===== config.mk =====
export PLATFORM = sky130hd
export DESIGN_NAME = rom_loader_flat
export DESIGN_NICKNAME = d
export VERILOG_FILES = /design/src/rtl/rom_loader_pkg.sv /design/src/rtl/rom_loader_if.sv /design/src/rtl/rom_loader_word_assembler.sv /design/src/rtl/rom_loader.sv /design/src/flat_wrapper.sv
export SDC_FILE = /design/constraint.sdc
export NUM_CORES = 1
export LEC_CHECK = 0
export CORE_MARGIN = 10
export CORE_UTILIZATION = 50
export CTS_BUF_LIST = sky130_fd_sc_hd__clkbuf_16
export CTS_CLUSTER_SIZE = 30
export DETAILED_ROUTE_END_ITERATION = 8
export PLACE_DENSITY_LB_ADDON = 0.05
export SLEW_MARGIN = 20
export SYNTH_ARGS = -nofsm -noshare
export SYNTH_HDL_FRONTEND = slang
export SYNTH_HIERARCHICAL = 1
export SYNTH_SLANG_ARGS = --single-unit

===== constraint.sdc =====
create_clock -name clk -period 2.09 [get_ports clk]
set_input_delay 0.418 -clock clk [delete_from_list [all_inputs] [get_ports clk]]
set_output_delay 0.418 -clock clk [all_outputs]
set_load 0.05 [all_outputs]

===== src/rtl/rom_loader_pkg.sv =====
// Shared state encoding and framing constants for the boot ROM loader.
package rom_loader_pkg;

    typedef enum logic [2:0] {
        ST_HDR,
        ST_DATA,
        ST_CSUM,
        ST_DONE,
        ST_ERR
    } state_t;

    localparam int BYTES_PER_WORD = 4;
    localparam int BYTE_CNT_W     = $clog2(BYTES_PER_WORD);

    // States in which the loader is still consuming the byte stream.
    function automatic logic is_active(input state_t s);
        return (s == ST_HDR) || (s == ST_DATA) || (s == ST_CSUM);
    endfunction

endpackage


===== src/rtl/rom_loader_if.sv =====
// Byte-stream input, ROM write port and boot status of the loader, bundled as one interface.
interface rom_loader_if #(
    parameter int AW = 32,
    parameter int DW = 32
);
    logic          byte_valid;
    logic [7:0]    byte_data;
    logic          byte_ready;
    logic          wen;
    logic [AW-1:0] w_addr;
    logic [DW-1:0] w_data;
    logic          core_rstn;
    logic          busy;
    logic          done;
    logic          err;

    modport master (
        input  byte_valid, byte_data,
        output byte_ready, wen, w_addr, w_data, core_rstn, busy, done, err
    );

    modport slave (
        output byte_valid, byte_data,
        input  byte_ready, wen, w_addr, w_data, core_rstn, busy, done, err
    );
endinterface


===== src/rtl/rom_loader_word_assembler.sv =====
// Collects four stream bytes into one little-endian 32-bit word; the word is
// presented combinationally together with its 4th byte.
module rom_loader_word_assembler
    import rom_loader_pkg::*;
(
    input  logic        clk,
    input  logic        i_clr,
    input  logic        i_byte_fire,
    input  logic [7:0]  i_byte,
    output logic [31:0] o_word,
    output logic        o_word_valid
);

    logic [BYTE_CNT_W-1:0] r_cnt;
    logic [23:0]           r_low;
    logic                  w_last;

    assign w_last       = (r_cnt == BYTE_CNT_W'(BYTES_PER_WORD - 1));
    assign o_word       = {i_byte, r_low};
    assign o_word_valid = i_byte_fire & w_last;

    // The top byte is never stored; it completes the word in the cycle it arrives.
    always_ff @(posedge clk) begin
        if (i_clr) begin
            r_cnt <= '0;
            r_low <= '0;
        end else if (i_byte_fire) begin
            r_cnt <= r_cnt + 1'b1;
            case (r_cnt)
                2'd0:    r_low[7:0]   <= i_byte;
                2'd1:    r_low[15:8]  <= i_byte;
                2'd2:    r_low[23:16] <= i_byte;
                default: ;
            endcase
        end
    end

endmodule


===== src/rtl/rom_loader.sv =====
// Boot-time instruction ROM loader: header word count, N data words, XOR checksum;
// releases the core from reset only after a verified image.
module rom_loader
    import rom_loader_pkg::*;
#(
    parameter int            DW        = 32,
    parameter int            AW        = 32,
    parameter int            MEM_NUM   = 4096,
    parameter logic [AW-1:0] BASE_ADDR = '0
) (
    input  logic          clk,
    input  logic          rstn,
    rom_loader_if.master  io_bus
);

    localparam int IDX_W = $clog2(MEM_NUM + 1);

    state_t          r_state;
    state_t          w_next;
    logic [IDX_W-1:0] r_n;
    logic [IDX_W-1:0] r_idx;
    logic [31:0]     r_csum;
    logic            r_ready;
    logic            r_wen;
    logic [AW-1:0]   r_waddr;
    logic [DW-1:0]   r_wdata;
    logic            r_core_rstn;
    logic            r_busy;
    logic            r_done;
    logic            r_err;

    logic            w_fire;
    logic            w_clr;
    logic [31:0]     w_word;
    logic            w_word_valid;
    logic            w_hdr_bad;
    logic            w_last_word;

    assign w_fire      = io_bus.byte_valid & r_ready;
    assign w_clr       = ~rstn | ~is_active(r_state);
    assign w_hdr_bad   = (w_word == '0) || (w_word > 32'(MEM_NUM));
    assign w_last_word = (r_idx == r_n - 1'b1);

    rom_loader_word_assembler u_asm (
        .clk          (clk),
        .i_clr        (w_clr),
        .i_byte_fire  (w_fire),
        .i_byte       (io_bus.byte_data),
        .o_word       (w_word),
        .o_word_valid (w_word_valid)
    );

    always_ff @(posedge clk) begin
        if (!rstn) begin
            r_state <= ST_HDR;
        end else begin
            r_state <= w_next;
        end
    end

    always_comb begin
        w_next = r_state;
        case (r_state)
            ST_HDR:  if (w_word_valid) w_next = w_hdr_bad ? ST_ERR : ST_DATA;
            ST_DATA: if (w_word_valid && w_last_word) w_next = ST_CSUM;
            ST_CSUM: if (w_word_valid) w_next = (w_word == r_csum) ? ST_DONE : ST_ERR;
            default: w_next = r_state;
        endcase
    end

    // Status flags follow the next state so they change together with the state register.
    always_ff @(posedge clk) begin
        if (!rstn) begin
            r_n         <= '0;
            r_idx       <= '0;
            r_csum      <= '0;
            r_ready     <= 1'b0;
            r_wen       <= 1'b0;
            r_waddr     <= '0;
            r_wdata     <= '0;
            r_core_rstn <= 1'b0;
            r_busy      <= 1'b0;
            r_done      <= 1'b0;
            r_err       <= 1'b0;
        end else begin
            r_ready     <= is_active(w_next);
            r_busy      <= (w_next == ST_DATA) || (w_next == ST_CSUM);
            r_done      <= (w_next == ST_DONE);
            r_core_rstn <= (w_next == ST_DONE);
            r_err       <= (w_next == ST_ERR);
            r_wen       <= 1'b0;

            if (r_state == ST_HDR && w_word_valid && !w_hdr_bad) begin
                r_n <= w_word[IDX_W-1:0];
            end

            if (r_state == ST_DATA && w_word_valid) begin
                r_wen   <= 1'b1;
                r_waddr <= BASE_ADDR + (AW'(r_idx) << 2);
                r_wdata <= w_word;
                r_csum  <= r_csum ^ w_word;
                r_idx   <= r_idx + 1'b1;
            end
        end
    end

    assign io_bus.byte_ready = r_ready;
    assign io_bus.wen        = r_wen;
    assign io_bus.w_addr     = r_waddr;
    assign io_bus.w_data     = r_wdata;
    assign io_bus.core_rstn  = r_core_rstn;
    assign io_bus.busy       = r_busy;
    assign io_bus.done       = r_done;
    assign io_bus.err        = r_err;

endmodule

===== src/flat_wrapper.sv =====
// flat-port wrapper written by rule: the top's interface ports become plain ports
module rom_loader_flat import rom_loader_pkg::*;
#(
    parameter int            DW        = 32,
    parameter int            AW        = 32,
    parameter int            MEM_NUM   = 4096,
    parameter logic [AW-1:0] BASE_ADDR = '0
)
  (clk, rstn, io_bus_byte_valid, io_bus_byte_data, io_bus_byte_ready, io_bus_wen, io_bus_w_addr, io_bus_w_data, io_bus_core_rstn, io_bus_busy, io_bus_done, io_bus_err);
  rom_loader_if #(.AW(AW), .DW(DW)) io_bus_i ();
  input  logic clk;
  input  logic rstn;
  input wire logic [$bits(io_bus_i.byte_valid)-1:0] io_bus_byte_valid;
  input wire logic [$bits(io_bus_i.byte_data)-1:0] io_bus_byte_data;
  output wire logic [$bits(io_bus_i.byte_ready)-1:0] io_bus_byte_ready;
  output wire logic [$bits(io_bus_i.wen)-1:0] io_bus_wen;
  output wire logic [$bits(io_bus_i.w_addr)-1:0] io_bus_w_addr;
  output wire logic [$bits(io_bus_i.w_data)-1:0] io_bus_w_data;
  output wire logic [$bits(io_bus_i.core_rstn)-1:0] io_bus_core_rstn;
  output wire logic [$bits(io_bus_i.busy)-1:0] io_bus_busy;
  output wire logic [$bits(io_bus_i.done)-1:0] io_bus_done;
  output wire logic [$bits(io_bus_i.err)-1:0] io_bus_err;
  assign io_bus_i.byte_valid = io_bus_byte_valid;
  assign io_bus_i.byte_data = io_bus_byte_data;
  assign io_bus_byte_ready = io_bus_i.byte_ready;
  assign io_bus_wen = io_bus_i.wen;
  assign io_bus_w_addr = io_bus_i.w_addr;
  assign io_bus_w_data = io_bus_i.w_data;
  assign io_bus_core_rstn = io_bus_i.core_rstn;
  assign io_bus_busy = io_bus_i.busy;
  assign io_bus_done = io_bus_i.done;
  assign io_bus_err = io_bus_i.err;
  rom_loader #(.DW(DW), .AW(AW), .MEM_NUM(MEM_NUM), .BASE_ADDR(BASE_ADDR)) u_core (.clk(clk), .rstn(rstn), .io_bus(io_bus_i));
endmodule

### Word level (Yosys, flattened, before mapping)

Index checks and enable logic that the tools add are counted.

* flip-flop bits (word level): 137
* output and inout port bits: 70
* input port bits: 11
* logic and storage cells: 61

* order comparisons: 1
* equal/unequal tests: 11
* add/subtract/negate cells: 3
* reduce and logical (&&, ||, !) cells: 18
* multiplexer cells: 7
* bitwise operators: 6

Operator list (count)
* $eq A32 B32 Y1: 1
* $gt A32 B13 Y1 const B: 1
* $logic_not A32 Y1: 1
* $xor A32 B32 Y32: 1
* $mux W3: 5
* $add A13 B1 Y13 const B: 1
* $eq A13 B13 Y1: 1
* $sub A13 B1 Y13 const B: 1
* $eq A3 B2 Y1 const B: 3
* $pmux W3 S3: 1
* $eq A3 B1 Y1 const B: 2
* $logic_not A3 Y1: 2
* $logic_or A1 B1 Y1: 6
* $reduce_and A2 Y1: 3
* $eq A2 B2 Y1 const B: 2
* $logic_and A1 B1 Y1: 4
* $eq A3 B3 Y1 const B: 1
* $add A2 B1 Y2 const B: 1
* $and A1 B1 Y1: 2
* $eq A2 B1 Y1 const B: 1
* $logic_not A2 Y1: 1
* $not A1 Y1: 2
* $logic_not A1 Y1: 1
* $mux W1: 1
* $or A1 B1 Y1: 1

### Depth between registers and ports, before layout

* depth after elaboration: 8
* depth in mapped cells: 10
* mapped depth without buffers: 8

### Cells and area by module

Netlist, hierarchy kept.

Modules (own cells, without submodules)
* rom_loader: area each 5016.1 sq um, seq. area each 2222.1 sq um, cells an instance 595, times used 1
* rom_loader_word_assembler: area each 1168.6 sq um, seq. area each 520.5 sq um, cells an instance 109, times used 1

### Least setup slack after synthesis

No wires, ideal clock.

* path type: reg-to-reg
* start point: reg u_core.r_ready (netlist: u_core/io_bus.byte_ready)
* end point: reg u_core.r_idx[12]
* path slack: -0.159 ns
* arrival: 2.178 ns
* path buffers: 1
* setup time: 0.070 ns
* clock period less this slack: 2.249 ns
* stages on the path, launching flop included: 10
* data required time: 2.020 ns
* path through: dfxtp_1 > and2_1 > buf_6 > and2_2 > nand2b_1 > nor3_2 > and3_1 > nand2_1 > or3_1 > a21oi_1

* cells in the longest elaborated chain, start to end: 3

Ends and longest elaborated chain
* start: declaration: line rom_loader.sv:23 `logic r_ready;`
* start signal: assignment: line rom_loader.sv:86 `r_ready <= is_active(w_next);`
* $and A1 B1 Y1: line rom_loader.sv:39 `assign w_fire = io_bus.byte_valid & r_ready;`
* via u_core.w_fire: line rom_loader.sv:32 `logic w_fire;`
* $and A1 B1 Y1: line rom_loader_word_assembler.sv:20 `assign o_word_valid = i_byte_fire & w_last;`
* via u_core.w_word_valid: line rom_loader.sv:35 `logic w_word_valid;`
* $logic_and A1 B1 Y1: line rom_loader.sv:97 `if (r_state == ST_DATA && w_word_valid) begin`
* end signal: assignment: line rom_loader.sv:102 `r_idx <= r_idx + 1'b1;`
* end: declaration: line rom_loader.sv:21 `logic [IDX_W-1:0] r_idx;`

The timed path passes the listed nets, and every way through them passes these cells.
A chain may end at the register's enable or synchronous reset.

### Worst setup path after layout

* start point: reg u_core.u_asm.r_low[1]
* end point: reg u_core.r_err (netlist: u_core/io_bus.err)

* cells in the longest elaborated chain, start to end: 6
* elaborated cells between the ends (all ways): 10
* those cells by class: order compare (1); eq/ne (2); mux (5); reduce/logical (2)

Ends and longest elaborated chain
* start: declaration: line rom_loader_word_assembler.sv:15 `logic [23:0] r_low;`
* start signal: assignment: line rom_loader_word_assembler.sv:30 `2'd0: r_low[7:0] <= i_byte;`
* $gt A32 B13 Y1 / $logic_not A32 Y1 (equally long branches): line rom_loader.sv:41 `assign w_hdr_bad = (w_word == '0) || (w_word > 32'(MEM_NUM));`
* $logic_or A1 B1 Y1: line rom_loader.sv:41
* $mux W3 (2 in series): line rom_loader.sv:64 `ST_HDR: if (w_word_valid) w_next = w_hdr_bad ? ST_ERR : ST_DATA;`
* $pmux W3 S3 (*): line rom_loader.sv:63 `case (r_state)`
* $eq A3 B3 Y1 (*): line rom_loader.sv:90 `r_err <= (w_next == ST_ERR);`
* end signal: assignment: line rom_loader.sv:90
* end: declaration: line rom_loader.sv:30 `logic r_err;`

Every way passes the cells marked *; elsewhere a longest branch is shown, timed or not.

==> impl_metrics.tcl <==
set metrics [dict create \
    dp.cells 931 \
    drt-pass1-iter-count 4 \
    fp.dieArea_sq_um 17200 \
    rsz0062_at_grt "yes" \
    fin_cells 969 \
    final_max_slew_viol_count 0 \
    relSlewSlack 0.567 \
    first_iter_violations 262 \
    drc_errors 0 \
    viasPerCell 5.03 \
    grt_pass1_vias 4935 \
    grt_pass1_wl_um 25100 \
    holdBufCountCts 0 \
    io_buffers 61 \
    mostFrequentLayoutCell "dfxtp_1" \
    multi_input_area_sq_um 3210 \
    outcome "complete, no violations" \
    synth.largest_area_cell "dfxtp_1" \
    antenna_left 0 \
    initial_utilization 0.513 \
    tightest_slew_ns 0.649 \
    synth_cell_types 50 \
    cts.reportedPaths.clkPinSlew_ns 0.06 \
    overflow 0 \
    finalSetupViolCount 0 \
    endpoint_kind "register" \
    yosys_warnings 6 \
    grt.total_usage 0.177 \
    synth_area_per_cell_sq_um 8.79 \
    htreeDepth 4 \
    p_leak_nw 3.18 \
    rows 40 \
    crit_chain "nor4_4 > nand4_1 > nand4bb_4 > buf_4 > nor2_1 > a2111oi_4 > o2111a_1" \
    mostFrequentLayoutCells "dfxtp_1 (132), nand2_1 (127), xor2_1 (77)" \
    seq_area_sq_um 2750 \
    period_share 0.967 \
    finalHoldViolCount 0 \
    wl_um 15100 \
    syn_area_sq_um 6180 \
    clkSinkCount 137 \
    fillCellCount 1029 \
    synth_seq_cells 137 \
    synthCells 704 \
    clk_latency_ns 0.42 \
    yosysTopAreaCellShare 0.443 \
    cts_tree "done" \
    worst_setup_path_start_kind "register" \
    grt_max_degree 62 \
    grt.busiest_layer "met2" \
    cp.required_ns 2.45 \
    fin_nets 805 \
    setup_tns_ns 0 \
    vias 4875 \
    drive_gt1_frac 0.146 \
    clock_skew_ns 0.0103 \
    synth_edf_count 0 \
    fmax_ghz 0.495 \
    antenna_found_initial 0 \
    synthTopCellsByArea "dfxtp_1 (44%), xor2_1 (11%), nand2_1 (7.7%)" \
    cts_buffers 17 \
    crit_arrival_ns 2.38 \
    dieWidth_um 131 \
    crit_family "simple AND/OR/NAND/NOR gates" \
    cts_root_buffer "clkbuf_16" \
    cp_max_fo 5 \
    p_per_area_nw_per_um2 799 \
    post-dp-hpwl_um 11000 \
    maxCapViolations 0 \
    place.gp.congestion 0.896 \
    ys_seq_area_frac 0.443 \
    die_h_um 131 \
    synth_ff_type "dfxtp_1" \
    use_met1 0.202 \
    wire_per_inst_um 15.6 \
    irDropWorstVdd_uv 506 \
    path_buf_inv 1 \
    coreArea_sq_um 12100 \
    critPathSlowestCell "a2111oi_4" \
    async_flop_share 0 \
    period_minus_slack_ns 2.02 \
    hold_class "primary input to register" \
    io-pin-count 81 \
    n_antenna_cell 0 \
    syn_to_final_growth_pct 27.7 \
    use_met2 0.294 \
    cts.path.max_buffers 2 \
    slowest_delay_ns 0.50 \
    holdWs_ns 0.377 \
    gr-usage-met3 0.0556 \
    worst-setup-path-type "register to register" \
]
[worst register-to-register path, cell delays in order, from the launching register on]
cell and delay [ns]:
dfxtp_1 0.38, nor4_4 0.31, nand4_1 0.22, nand4bb_4 0.17, buf_4 0.12, nor2_1 0.05, a2111oi_4 0.50, o2111a_1 0.22
[layout make-up]
class,count,share of cell area
multi-input cells,509,0.407
flip-flops and latches,137,0.348
repair buffers,111,0.129
clock buffers,17,0.0539
clock inverters,15,0.0293
well taps,168,0.0266
inverters,12,0.00570
[routing by layer]
metal	vias to the layer above	wire [um]
met5	-	0
met4	0	350
met3	22	656
met2	86	7770
met1	2316	6340
li1	2451	-
[repair_timing]
action | 4_1_cts | 5_1_grt
setup buffers | 0 | 6
resized for setup | 2 | 33
gates cloned | 0 | 1
pin swaps | 0 | 11
endpoints found under the setup margin | 10 | 52
[sequential cells by signal, indices dropped and copies added (netlist names)]
name                      cells
u_core/io_bus.busy            1
u_core/io_bus.byte_ready      1
u_core/io_bus.done            1
u_core/io_bus.err             1
u_core/io_bus.w_addr         13
u_core/io_bus.w_data         32
u_core/io_bus.wen             1
u_core/r_csum                32
u_core/r_idx                 13
u_core/r_n                   13
u_core/r_state                3
u_core/u_asm/r_cnt            2
u_core/u_asm/r_low           24
[worst paths after layout]
check,startpoint,endpoint,slack (ns),cells after the start
setup / recovery,u_core/u_asm/r_low[1],u_core/io_bus.err,0.07,7
hold reg to reg,u_core/io_bus.w_addr[7],u_core/io_bus.w_addr[7],0.45,2
hold / removal,io_bus_byte_data[0],u_core/io_bus.w_data[24],0.38,3
setup reg to reg,u_core/u_asm/r_low[1],u_core/io_bus.err,0.07,7
[cell usage after synthesis (6+ instances only)]
| library cell | n |
|---|---|
| a21oi_1 | 63 |
| buf_2 | 9 |
| buf_4 | 28 |
| clkbuf_1 | 23 |
| dfxtp_1 | 137 |
| ha_1 | 6 |
| inv_1 | 11 |
| mux2i_1 | 27 |
| nand2_1 | 127 |
| nand2b_1 | 34 |
| nand4_1 | 8 |
| nor2_1 | 55 |
| nor3_1 | 8 |
| nor4_1 | 16 |
| o21ai_0 | 7 |
| xnor2_1 | 12 |
| xor2_1 | 78 |
[report_power, final]
part	internal, W	total [W]	switching (W)
Combinational	0.000110	0.000319	0.000210
Sequential	0.00263	0.00266	0.0000285
Clock	0.00222	0.00333	0.00111
[logic make-up (layout without fill, tap and decap cells)]
group	after synthesis	after routing	synth area share
compound gates	86	86	0.0803
xor+xnor	90	90	0.127
fa+ha+maj	6	6	0.0121
buf+inv	76	155	0.0686
flops	137	137	0.443
mux	28	28	0.0455
other cells	1	19	0.000606
simple gates	280	280	0.222
[through the flow]
stage          area, sq um  power [W]  utilization  worst slack (ns)
6_report              7900    0.00631        0.655            0.0680
5_1_grt               7900    0.00651        0.655            -0.100
4_1_cts               7710    0.00635        0.640           0.00946
3_5_place_dp          7040    0.00301        0.584            -0.462
3_3_place_gp          7040    0.00301        0.584            -0.417
2_1_floorplan         6250    0.00295            -           0.00927
(Power assumes the default switching activity.)
